### config.mk
export PLATFORM = sky130hd
export DESIGN_NAME = instr_fetch_unit
export DESIGN_NICKNAME = d
export VERILOG_FILES = /design/src/rtl/cpu_pkg.sv /design/src/rtl/pc_next_mux.sv /design/src/rtl/instr_fetch_unit.sv
export SDC_FILE = /design/constraint.sdc
export NUM_CORES = 1
export LEC_CHECK = 0
export CORE_MARGIN = 5
export CORE_UTILIZATION = 39
export DETAILED_ROUTE_END_ITERATION = 10
export PLACE_DENSITY = 0.85
export SETUP_SLACK_MARGIN = 0.5
export SYNTH_ARGS = -nofsm -noshare
export SYNTH_HDL_FRONTEND = slang
export SYNTH_SLANG_ARGS = --single-unit
### constraint.sdc
create_clock -name CLK -period 1.8 [get_ports CLK]
set_input_delay 0.27 -clock CLK [delete_from_list [all_inputs] [get_ports CLK]]
set_output_delay 0.27 -clock CLK [all_outputs]
set_load 0.02 [all_outputs]
### src/rtl/cpu_pkg.sv
// Shared definitions for the multicycle processor: datapath widths,
// PCSource encodings and the fetch-stage state type.
package cpu_pkg;

  localparam int unsigned ADDR_W   = 16;
  localparam int unsigned INSTR_W  = 16;
  localparam int unsigned OPCODE_W = 6;
  localparam int unsigned TIMER_W  = 8;

  typedef enum logic [1:0] {
    PCSRC_SEQ  = 2'd0,
    PCSRC_BR   = 2'd1,
    PCSRC_JMP  = 2'd2,
    PCSRC_HOLD = 2'd3
  } pc_src_e;

  typedef enum logic [1:0] {
    FS_IDLE,
    FS_REQ,
    FS_DONE
  } fetch_state_e;

endpackage

### src/rtl/pc_next_mux.sv
// Next-PC selection and sequential PC+PC_STEP adder (wraps mod 2^ADDR_W).
module pc_next_mux #(
  parameter int unsigned ADDR_W  = cpu_pkg::ADDR_W,
  parameter int unsigned PC_STEP = 2
) (
  input  logic [ADDR_W-1:0] pc_i,
  input  logic              pc_write_i,
  input  logic [1:0]        pc_source_i,
  input  logic [ADDR_W-1:0] branch_target_i,
  input  logic [ADDR_W-1:0] jump_target_i,
  output logic [ADDR_W-1:0] pc_next_o,
  output logic [ADDR_W-1:0] pc_plus_o
);
  import cpu_pkg::*;

  assign pc_plus_o = pc_i + ADDR_W'(PC_STEP);

  always_comb begin
    pc_next_o = pc_i;
    if (pc_write_i) begin
      case (pc_src_e'(pc_source_i))
        PCSRC_SEQ:  pc_next_o = pc_plus_o;
        PCSRC_BR:   pc_next_o = branch_target_i;
        PCSRC_JMP:  pc_next_o = jump_target_i;
        default:    pc_next_o = pc_i;
      endcase
    end
  end

endmodule

### src/rtl/instr_fetch_unit.sv
// Fetch stage: owns PC and IR, runs a req/ack read of instruction memory
// on IRWrite and presents the opcode field to the control unit.
module instr_fetch_unit #(
  parameter int unsigned ADDR_W   = cpu_pkg::ADDR_W,
  parameter int unsigned INSTR_W  = cpu_pkg::INSTR_W,
  parameter int unsigned OPCODE_W = cpu_pkg::OPCODE_W,
  parameter int unsigned PC_STEP  = 2,
  parameter int unsigned RESET_PC = 0,
  parameter int unsigned TIMEOUT  = 15
) (
  input  logic                CLK,
  input  logic                Reset,
  input  logic                IRWrite,
  input  logic                PCWrite,
  input  logic [1:0]          PCSource,
  input  logic [ADDR_W-1:0]   BranchTarget,
  input  logic [ADDR_W-1:0]   JumpTarget,
  output logic                mem_req,
  output logic [ADDR_W-1:0]   mem_addr,
  input  logic [INSTR_W-1:0]  mem_rdata,
  input  logic                mem_ack,
  output logic [ADDR_W-1:0]   PC,
  output logic [ADDR_W-1:0]   PCPlus,
  output logic [INSTR_W-1:0]  IR,
  output logic [OPCODE_W-1:0] Opcode,
  output logic                InstrValid,
  output logic                FetchBusy,
  output logic                FetchErr
);
  import cpu_pkg::*;

  fetch_state_e         state_q, state_d;
  logic [ADDR_W-1:0]    pc_q, pc_d;
  logic [ADDR_W-1:0]    mem_addr_q, mem_addr_d;
  logic                 mem_req_q, mem_req_d;
  logic [INSTR_W-1:0]   ir_q, ir_d;
  logic [TIMER_W-1:0]   timer_q, timer_d;
  logic                 err_q, err_d;

  pc_next_mux #(
    .ADDR_W  (ADDR_W),
    .PC_STEP (PC_STEP)
  ) u_pc_next_mux (
    .pc_i            (pc_q),
    .pc_write_i      (PCWrite),
    .pc_source_i     (PCSource),
    .branch_target_i (BranchTarget),
    .jump_target_i   (JumpTarget),
    .pc_next_o       (pc_d),
    .pc_plus_o       (PCPlus)
  );

  always_ff @(posedge CLK or negedge Reset) begin
    if (!Reset) begin
      state_q    <= FS_IDLE;
      pc_q       <= ADDR_W'(RESET_PC);
      mem_addr_q <= '0;
      mem_req_q  <= 1'b0;
      ir_q       <= '0;
      timer_q    <= '0;
      err_q      <= 1'b0;
    end else begin
      state_q    <= state_d;
      pc_q       <= pc_d;
      mem_addr_q <= mem_addr_d;
      mem_req_q  <= mem_req_d;
      ir_q       <= ir_d;
      timer_q    <= timer_d;
      err_q      <= err_d;
    end
  end

  // DONE accepts a new IRWrite exactly like IDLE so fetches can run back-to-back.
  always_comb begin
    state_d    = state_q;
    mem_addr_d = mem_addr_q;
    mem_req_d  = mem_req_q;
    ir_d       = ir_q;
    timer_d    = timer_q;
    err_d      = err_q;
    case (state_q)
      FS_IDLE, FS_DONE: begin
        state_d = FS_IDLE;
        if (IRWrite) begin
          mem_addr_d = pc_q;
          mem_req_d  = 1'b1;
          timer_d    = '0;
          state_d    = FS_REQ;
        end
      end
      FS_REQ: begin
        if (IRWrite) begin
          err_d = 1'b1;
        end
        if (mem_ack) begin
          ir_d      = mem_rdata;
          mem_req_d = 1'b0;
          state_d   = FS_DONE;
        end else if (timer_q == TIMER_W'(TIMEOUT)) begin
          mem_req_d = 1'b0;
          err_d     = 1'b1;
          state_d   = FS_IDLE;
        end else begin
          timer_d = timer_q + 1'b1;
        end
      end
      default: begin
        state_d   = FS_IDLE;
        mem_req_d = 1'b0;
      end
    endcase
  end

  assign mem_req    = mem_req_q;
  assign mem_addr   = mem_addr_q;
  assign PC         = pc_q;
  assign IR         = ir_q;
  assign Opcode     = ir_q[INSTR_W-1 -: OPCODE_W];
  assign InstrValid = (state_q == FS_DONE);
  assign FetchBusy  = (state_q == FS_REQ);
  assign FetchErr   = err_q;

endmodule
Word-level counts from Yosys, hierarchy flattened. Index checks and enable logic that the tools add are counted.

Input bits: 55. Logic and storage cells: 44. Flip-flop bits (word level): 60. Output and inout port bits: 74.

Reductions and logical operators: 10. Add/sub/neg operators: 2. Multiplexer cells: 16. Equality and inequality tests: 9.

Operator list (count): $pmux 16 s3 (1); $mux 8 (3); $add 16x2->16 const B (1); $pmux 8 s2 (1); $add 8x1->8 const B (1); $eq 8x4->1 const B (1); $reduce_and 2->1 (4); $mux 1 (7); $ne 2x2->1 const B (3); $eq 2x1->1 const B (2); $eq 2x2->1 const B (2); $logic_not 2->1 (2); $mux 2 (2); $pmux 2 s2 (1); $reduce_and 4->1 (1); $ne 3x2->1 const B (1); $reduce_bool 3->1 (1); $pmux 1 s2 (1); $reduce_bool 2->1 (1); $reduce_or 2->1 (1).

Depth between registers and ports, before layout. Gate-level depths: netlist (run 1).

Depth in word-level cells: 4. Gate-level depth with buffers: 8. Gate-level depth less buffers: 6.

By module. From an unflattened synthesis (run 1), not the netlist that was laid out.

Cells, all modules: 351. Area, all modules: 3246.9 um2.

Modules (own cells, without submodules): instr_fetch_unit (cells an instance 189, instances 1, sequential area each 1501.4 um2, area each 2264.7 um2); pc_next_mux (cells an instance 162, instances 1, sequential area each 0.0 um2, area each 982.2 um2).

Least setup slack after synthesis (run 1). OpenSTA, ideal clock, no wires.

Path kind: flip-flop to output port. From: register pc_q[1], in the netlist PC[1]. To: output port PCPlus[13]. Data arrival time: 1934 ps. Setup slack: -404 ps. Cell stages (with the launch flop): 5. Path buffers: 0. Required time: 1530 ps. Cell sequence: dfrtp_1 ha_1 nand3_1 or4_1 xnor2_1.

Word-level cells in the longest chain between the ends: 1.

RTL lines: start: declaration (RTL line instr_fetch_unit.sv:33) `logic [ADDR_W-1:0] pc_q, pc_d;`; start signal: assignment (RTL line instr_fetch_unit.sv:56) `pc_q <= ADDR_W'(RESET_PC);`; start signal: assignment (RTL line instr_fetch_unit.sv:64) `pc_q <= pc_d;`; $add 16x2->16 (RTL line pc_next_mux.sv:16) `assign pc_plus_o = pc_i + ADDR_W'(PC_STEP);`; end: declaration (RTL line instr_fetch_unit.sv:23) `output logic [ADDR_W-1:0] PCPlus,`.

Every way passes these cells.

Worst setup path in the final report (run 1).
From: register pc_q[2], in the netlist PC[2]. To: output port PCPlus[11].

The elaborated chain is that of the path after synthesis.

==> results of run 1 <==
[power by group through the flow]
stage	clock, mW	combinational, mW	sequential, mW
after global placement	0	2.77	1.95
after floorplan	0	1.08	2.36
after global routing	1.33	3.68	2.06
after CTS	1.22	3.11	1.97
after detailed placement	0	2.83	1.98
final	1.24	3.52	2.02
[worst max path at each step]
stage	from	to	slack [ns]
finish	PC[2]	PCPlus[11]	-0.27
CTS	PC[1]	PCPlus[12]	-0.24
global route	PC[1]	PCPlus[11]	-0.35
floorplan	PC[1]	PCPlus[13]	-0.02
detailed placement	PC[2]	PCPlus[13]	-0.44
global placement	PC[2]	PCPlus[13]	-0.42
[metrics by stage]
step / power [mW] / setup slack (ns) / utilization / setup TNS (ns)
after floorplan: 3.441 / -0.02131 / - / -0.02131
after global placement: 4.723 / -0.4174 / 0.6419 / -3.516
after detailed placement: 4.813 / -0.4441 / 0.6419 / -4.699
after CTS: 6.311 / -0.2371 / 0.7387 / -1.677
after global routing: 7.072 / -0.3538 / 0.8025 / -3.356
final: 6.779 / -0.2732 / 0.8025 / -2.604
[layout by cell type, fill, tap and decap left out, types with 5 or more instances in the layout]
master,n
a21oi_1,10
a22o_1,10
buf_12,5
buf_2,16
buf_4,41
buf_6,81
buf_8,6
clkbuf_2,21
clkbuf_8,11
clkdlybuf4s15_2,5
clkdlybuf4s50_1,51
dfrtp_1,47
dfrtp_2,13
mux2_4,16
mux2i_1,9
nand2_1,49
nand2_2,14
nand2_4,5
nand3_1,5
nor2_1,7
o21ai_1,6
o22ai_1,8
[state kept, by name, summed over array words and instances, names as in the netlist]
register / count
state_q: 2
mem_addr: 16
timer_q: 8
FetchErr: 1
IR: 16
PC: 16
mem_req: 1
[metal layers]
| layer | track usage | up-vias | part of all wire |
|---|---|---|---|
| met4 | 0.06513 | 0 | 0.057 |
| met2 | 0.4106 | 255 | 0.50 |
| met1 | 0.2631 | 1805 | 0.36 |
| met5 | 0 | - | 0 |
| li1 | - | 1553 | - |
| met3 | 0.07363 | 63 | 0.092 |
[cell type report]
| cell class | instances | area [um^2] |
|---|---|---|
| repair buffers | 235 | 2310 |
| multi-input cells | 227 | 2063 |
| fillers | 432 | 1534 |
| flip-flops and latches | 60 | 1518 |
| clock buffers | 12 | 155.1 |
| well taps | 102 | 127.6 |
| clock inverters | 2 | 35.03 |
| inverters | 6 | 25.02 |
[worst register-to-register path: stages (launching register included)]
cell and delay, ns:
dfrtp_2 0.41, buf_6 0.11, nand4_1 0.15, buf_4 0.19, nor4_4 0.21, buf_4 0.18
buf_6 0.08, mux2i_1 0.28, a221oi_2 0.13
[what timing repair did]
action | 4_1_cts | 5_1_grt
gates resized for setup | 363 | 133
setup endpoints to repair | 101 | 112
buffers inserted | 27 | 26
pin swaps | 29 | 46
hold buffers | 1 | 0
hold endpoints to repair | 60 | 0
cloned | 0 | 6
[cell families after synthesis]
logic type                 Yosys count  synth area share
and+or+nand+nor                    116            0.1738
AOI/OAI and AO/OA                   61            0.1294
DFF                                 60            0.4806
buffers and inverters               40           0.05847
muxes                               27           0.09291
xor gates and xnor gates            16           0.04486
adders and majority gates            5           0.02002
==> results.cfg, run 1 <==
[run_status]
status = finished, violations left
violations = negative setup slack

[critical_path]
reg2reg_to = PC[14]
critPathTopFamily = buffers and inverters
path_class = flip-flop to primary output
worstPathCellList = ha_4 -> nand3_4 -> buf_6 -> nor3_4 -> buf_6 -> xor2_1 -> buf_4
cp.required_ns = 1.53
reg2reg_from = PC[2]
path_common_cell = buf_6
cp.arrival_ns = 1.80
worstPathMaxFanout = 4
worst_setup_path_start_kind = flip-flop
slowest_stage = dfrtp_2
cp_slowest_stage_delay_ns = 0.41
r2r_slack_ns = -0.08
r2r_cells = 8
path_depth = 7
crit_buf_inv = 3
crit_path_end_kind = primary output

[floorplanning]
core_mm2 = 0.007767
io_pins = 129
fp.dieH_um = 99.51
dieArea_mm2 = 0.009901
start_util = 0.4022
die_w_um = 99.51
rows = 32

[synth]
syn-cell-area_mm2 = 0.003124
synth_nets = 385
synth_most_common_cell = nand2_1
ys_top_cells_by_count = nand2_1, dfrtp_1, clkbuf_1
ys.flop_type = dfrtp_1
async_flop_share = 1.000
synth-edff-count = 0
synth_cell_types = 38
syn_inst = 325
synth-seq-cells = 60
syn_area_per_cell_um2 = 9.613
synth_top_area_share = 0.4806
yosysWarnings = 0
yosysSeqAreaShare = 0.4806
synth_top_cell_by_area = dfrtp_1
synth.top_cells.by_area = dfrtp_1, nand2_1, mux2_2, mux2i_1, a22o_1

[routing]
drc = 0
wl_per_cell_um = 22.44
dr.first_iter.drc_count = 228
vias = 3676
first_pass_iters = 6
via_per_inst = 5.708
wl_um = 14450
drtAntennaViolNets = 0

[grt]
grt.total_usage = 0.2299
grt_pass1_vias = 3490
antenna_found_initial = 0
grt_pass1_wl_um = 17890
gr-total-overflow = 0
grt_max_degree = 61

[clock_tree]
cts_max_path_buffers = 2
path_clk_slew_ns = 0.07
insertion_delay_ns = 0.35
cts_tree = built
cts.sinks = 60
h-tree-depth = 3
cts_buffers = 9
clock-root-buffer = clkbuf_8

[final_layout]
fin_area_mm2 = 0.006233
finalNonFillerCells = 644
synthToLayoutAreaGrowth_pct = 99.52
layout.nets = 599
antenna_cells = 0
drive_above_1_share = 0.5572

[timing]
tightestPinTransition_ns = 0.4684
hold_ws_ns = 0.4660
final-setup-viol-count = 14
fin_crit_sh = 1.152
rsz0062_at_grt = yes
slew_headroom = 0.6878
fin_skew_ns = 0.01373
setup_slack_ns = -0.2732
max_freq_mhz = 482.3
fin_crit_ns = 2.073
finalHoldViolations = 0
slew_violations = 0

[power_and_ir_drop]
vdd_drop_max_mv = 0.4411
clkPwrFrac = 0.183
power_frac_seq = 0.298
p_sw_mw = 2.672
combPwrFrac = 0.519
power_density_mw_per_mm2 = 1088
p_sw_frac = 0.3942
p_int_mw = 4.107
p_leak_nw = 2.943

[placement]
port_buffers = 128
place_area_mm2 = 0.004986
dp.cells = 570
dpl.hpwl_um = 7511
gp_congestion = 0.8878

[hold_path]
holdPathEnd = mem_addr[15]
hp-class = flip-flop to flip-flop
worst_hold_startpoint = mem_addr[15]
whs_path_depth = 2

[run]
max-cap-violations = 0
Note: power is estimated with default switching activity, not from simulation.
==> run 2, diff against run 1 <==
CORE_MARGIN = default   (was 5)
==> results.cfg, run 2 (synthesis results as in run 1) <==
[power_and_ir_drop]
p_sw_frac = 0.3983
p_total_mw = 6.898
p_sw_mw = 2.748
vdd_drop_max_mv = 0.6378
power_frac_seq = 0.290
p_int_mw = 4.150
power_density_mw_per_mm2 = 1094
clkPwrFrac = 0.189
p_leak_nw = 3.042
combPwrFrac = 0.521

[floorplanning]
die_w_um = 91.51
rows = 32
start_util = 0.4043
fp.dieH_um = 91.51
dieArea_mm2 = 0.008373
io_pins = 129
core_mm2 = 0.007727

[critical_path]
r2r_slack_ns = -0.30
path_common_cell = buf_6
crit_path_end_kind = primary output
cp.required_ns = 1.53
worstPathCellList = buf_6 -> nand4_1 -> buf_4 -> buf_4 -> buf_6 -> nor2_4 -> xor2_2 -> buf_6
path_class = flip-flop to primary output
cp_slowest_stage_delay_ns = 0.38
reg2reg_to = PC[12]
worst_setup_path_start_kind = flip-flop
worstPathMaxFanout = 3
reg2reg_from = PC[2]
slowest_stage = dfrtp_2
cp.arrival_ns = 1.95
r2r_cells = 11

[grt]
grt.total_usage = 0.2686
gr-total-overflow = 0
grt_pass1_wl_um = 17080
grt_pass1_vias = 3425
grt_max_degree = 61
antenna_found_initial = 0

[clock_tree]
cts.sinks = 60
h-tree-depth = 3
path_clk_slew_ns = 0.07
cts_tree = built
cts_buffers = 9
cts_max_path_buffers = 2
insertion_delay_ns = 0.36
clock-root-buffer = clkbuf_8

[final_layout]
layout.nets = 606
layout_commonest_cell = buf_6
antenna_cells = 0
finish.utilization = 0.8161
final_cell_mix = buf_6, clkdlybuf4s50_1, buf_4, dfrtp_1, nand2_1
synthToLayoutAreaGrowth_pct = 101.8
num-fill-cells = 409
drive_above_1_share = 0.5880
finalNonFillerCells = 653

[timing]
setup_slack_ns = -0.4232
max_freq_mhz = 449.8
fin_crit_sh = 1.235
final-setup-viol-count = 16
fin_crit_ns = 2.223
slew_violations = 0
fin_skew_ns = 0.01130
slew_headroom = 0.6938
rsz0062_at_grt = yes
finalHoldViolations = 0
tightestPinTransition_ns = 0.4593

[placement]
dp.cells = 568
port_buffers = 128
place_ws_ns = -0.4391
dpl.hpwl_um = 6510
gp_congestion = 0.8027

[routing]
drc = 0
first_pass_iters = 5
dr.first_iter.drc_count = 191
wl_um = 14220
via_per_inst = 5.685
wl_per_cell_um = 21.78
vias = 3712
drtAntennaViolNets = 0

[run_status]
violations = negative setup slack
status = finished, violations left

[run]
max-cap-violations = 0

[hold_path]
hp-class = primary input to async pin
-- run 2: worst max-delay path, delay by kind of cell (launching register included) --
kind | cells | cell delay (ns)
AND/OR/NAND/NOR | 2 | 0.31
buffers and inverters | 5 | 0.69
XOR/XNOR | 1 | 0.22
flip-flops | 1 | 0.38
-- run 2: power by group through the flow --
stage                     Clock, mW  Combinational, mW  Sequential [mW]
after floorplan                   0               1.08             2.36
after global placement            0               2.73             1.95
after detailed placement          0               2.76             1.97
after CTS                      1.26               3.09             1.96
after global routing           1.36               3.75             2.04
final                          1.30               3.59             2.00
-- run 2: layout make-up --
| cell class | instances | area [um^2] | area share |
|---|---|---|---|
| clock inverter | 4 | 47.55 | 0.007540 |
| timing repair buffer | 244 | 2349 | 0.3724 |
| tap | 102 | 127.6 | 0.02024 |
| sequential | 60 | 1516 | 0.2405 |
| clock buffer | 12 | 155.1 | 0.02460 |
| inverter | 6 | 27.53 | 0.004365 |
| multi-input combinational | 225 | 2083 | 0.3304 |
-- run 2: worst max path at each step --
stage | startpoint | to | slack [ns] | cells after the start
floorplan | PC[1] | PCPlus[13] | -0.02 | 4
global placement | PC[2] | PCPlus[13] | -0.42 | 5
detailed placement | PC[2] | PCPlus[13] | -0.44 | 5
CTS | PC[2] | PCPlus[13] | -0.28 | 5
global route | PC[2] | PCPlus[8] | -0.46 | 8
finish | PC[2] | PCPlus[8] | -0.42 | 8
-- run 2: stage by stage --
stage	hold slack, ns	area [um^2]	TNS, ns
floorplan	-0.02559	3417	-0.02131
global placement	0.2953	4961	-4.025
detailed placement	0.2988	4961	-4.894
CTS	0.4602	5788	-1.938
global route	0.4902	6306	-4.954
finish	0.4363	6306	-4.319
-- run 2: timing repair --
| item | 4_1_cts | 5_1_grt |
|---|---|---|
| gates resized for setup | 366 | 150 |
| endpoints found under the setup margin | 101 | 122 |
| cloned | 0 | 5 |
| hold endpoints to repair | 60 | 0 |
| pin swaps | 34 | 44 |
| setup buffers | 37 | 26 |
| hold buffers | 1 | 0 |
-- run 2: per-layer routing --
metal	vias to the layer above	GRT usage	wire (um)
met4	0	0.1204	779
li1	1570	-	-
met5	-	0	0
met3	67	0.08543	1229
met1	1809	0.3157	4991
met2	266	0.4474	7219
==> run 3, diff against run 2 <==
RECOVER_POWER = 100   (was default)
TNS_END_PERCENT = 1   (was default)
==> results.cfg, run 3 (synthesis results as in run 1) <==
[grt]
gr-total-overflow = 0
met1_usage = 0.2691
grt_pass1_wl_um = 14770
grt_util_met3 = 0.04690
antenna_found_initial = 0
grt.total_usage = 0.2265
grt_use_met2 = 0.3954
grt_max_degree = 39
grt_pass1_vias = 3102
grt.busiest_layer = met2

[final_layout]
layout_commonest_cell = nand2_1
final_cell_mix = nand2_1, clkdlybuf4s50_1, dfrtp_1, clkbuf_1, buf_4
num-fill-cells = 641
layout.nets = 545
synthToLayoutAreaGrowth_pct = 63.00
finalNonFillerCells = 592
drive_above_1_share = 0.3102
antenna_cells = 0
fin_area_mm2 = 0.005092

[placement]
place_area_mm2 = 0.004871
dp.cells = 574
dpl.hpwl_um = 6527
gp_congestion = 0.8509
port_buffers = 128
place_ws_ns = -0.4496

[critical_path]
crit_buf_inv = 4
cp.arrival_ns = 1.76
critPathTopFamily = buffers and inverters
path_class = flip-flop to primary output
slowest_stage = dfrtp_2
worst_setup_path_start_kind = flip-flop
r2r_cells = 4
path_depth = 7
cp_slowest_stage_delay_ns = 0.40
worstPathMaxFanout = 3
cp.required_ns = 1.53
r2r_slack_ns = 0.07
crit_path_end_kind = primary output
worstPathCellList = buf_6 -> nand4_1 -> buf_4 -> buf_6 -> nor2_4 -> xor2_1 -> buf_4

[routing]
wl_per_cell_um = 16.48
dr.first_iter.drc_count = 98
drtAntennaViolNets = 0
vias = 3120
via_per_inst = 5.270
drc = 0
first_pass_iters = 6
wl_um = 9754

[timing]
fin_skew_ns = 0.004644
rsz0062_at_grt = yes
max_freq_mhz = 492.9
fin_crit_ns = 2.029
slew_violations = 0
tightestPinTransition_ns = 0.5861
hold_ws_ns = 0.4605
slew_headroom = 0.6093
fin_crit_sh = 1.127
setup_slack_ns = -0.2290
final-setup-viol-count = 10
finalHoldViolations = 0

[floorplanning]
rows = 32
die_w_um = 91.51
io_pins = 129
dieArea_mm2 = 0.008373
fp.dieH_um = 91.51
start_util = 0.4043
core_mm2 = 0.007727

[clock_tree]
cts_buffers = 9
cts_tree = built
cts_max_path_buffers = 2
h-tree-depth = 3
clock-root-buffer = clkbuf_8
path_clk_slew_ns = 0.07
insertion_delay_ns = 0.34
cts.sinks = 60

[run_status]
violations = negative setup slack
status = finished, violations left

[power_and_ir_drop]
combPwrFrac = 0.436
vdd_drop_max_mv = 0.5232
p_leak_nw = 2.295
clkPwrFrac = 0.218
p_sw_mw = 2.256
power_density_mw_per_mm2 = 1119
p_int_mw = 3.441
power_frac_seq = 0.346
p_sw_frac = 0.3960

[hold_path]
hp-class = primary input to async pin

[run]
max-cap-violations = 0
-- run 3: layout make-up --
cell class | instances | area, um^2 | share of cell area
clock buffers | 11 | 151.4 | 0.02973
clock inverters | 5 | 50.05 | 0.009828
inverters | 6 | 22.52 | 0.004423
multi-input cells | 225 | 1739 | 0.3415
flip-flops and latches | 60 | 1514 | 0.2973
well taps | 102 | 127.6 | 0.02506
repair buffers | 183 | 1488 | 0.2921
-- run 3: power by group through the flow --
stage | Combinational [mW] | Clock (mW) | Sequential, mW
finish | 2.48 | 1.24 | 1.97
global route | 2.65 | 1.33 | 2.02
CTS | 2.73 | 1.26 | 1.95
detailed placement | 2.73 | 0 | 1.96
global placement | 2.69 | 0 | 1.93
floorplan | 0.999 | 0 | 2.35
-- run 3: final timing paths --
check                      startpoint          to
max in group asynchronous       Reset       PC[2]
min reg2reg                  FetchErr    FetchErr
max                             PC[2]   PCPlus[8]
min                             Reset       IR[3]
min in group CLK             FetchErr    FetchErr
max reg2reg                state_q[0]  timer_q[7]
-- run 3: metal layers --
| metal | vias to the layer above | wire length [um] |
|---|---|---|
| met5 | - | 0 |
| met4 | 0 | 187 |
| met3 | 18 | 672 |
| met2 | 133 | 5052 |
| met1 | 1520 | 3841 |
| li1 | 1449 | - |
-- run 3: repair_timing --
action,4_1_cts,5_1_grt
endpoints found under the hold margin,22,0
setup endpoints to repair,110,109
hold buffers,1,0
pin swaps,25,38
gates resized for setup,192,126
buffers inserted,0,1
-- run 3: stage by stage --
stage	power (mW)	util	setup TNS [ns]
global placement	4.622	0.6303	-4.725
finish	5.697	0.6590	-1.651
floorplan	3.349	-	-0.05163
detailed placement	4.693	0.6303	-5.696
global route	5.992	0.6590	-2.322
CTS	5.937	0.6728	-1.654
-- run 3: worst register-to-register path: cells and delay by family (launching register included) --
| kind | cells | cell delay (ns) |
|---|---|---|
| simple gates | 2 | 0.89 |
| flops | 1 | 0.41 |
| compound gates | 2 | 0.36 |
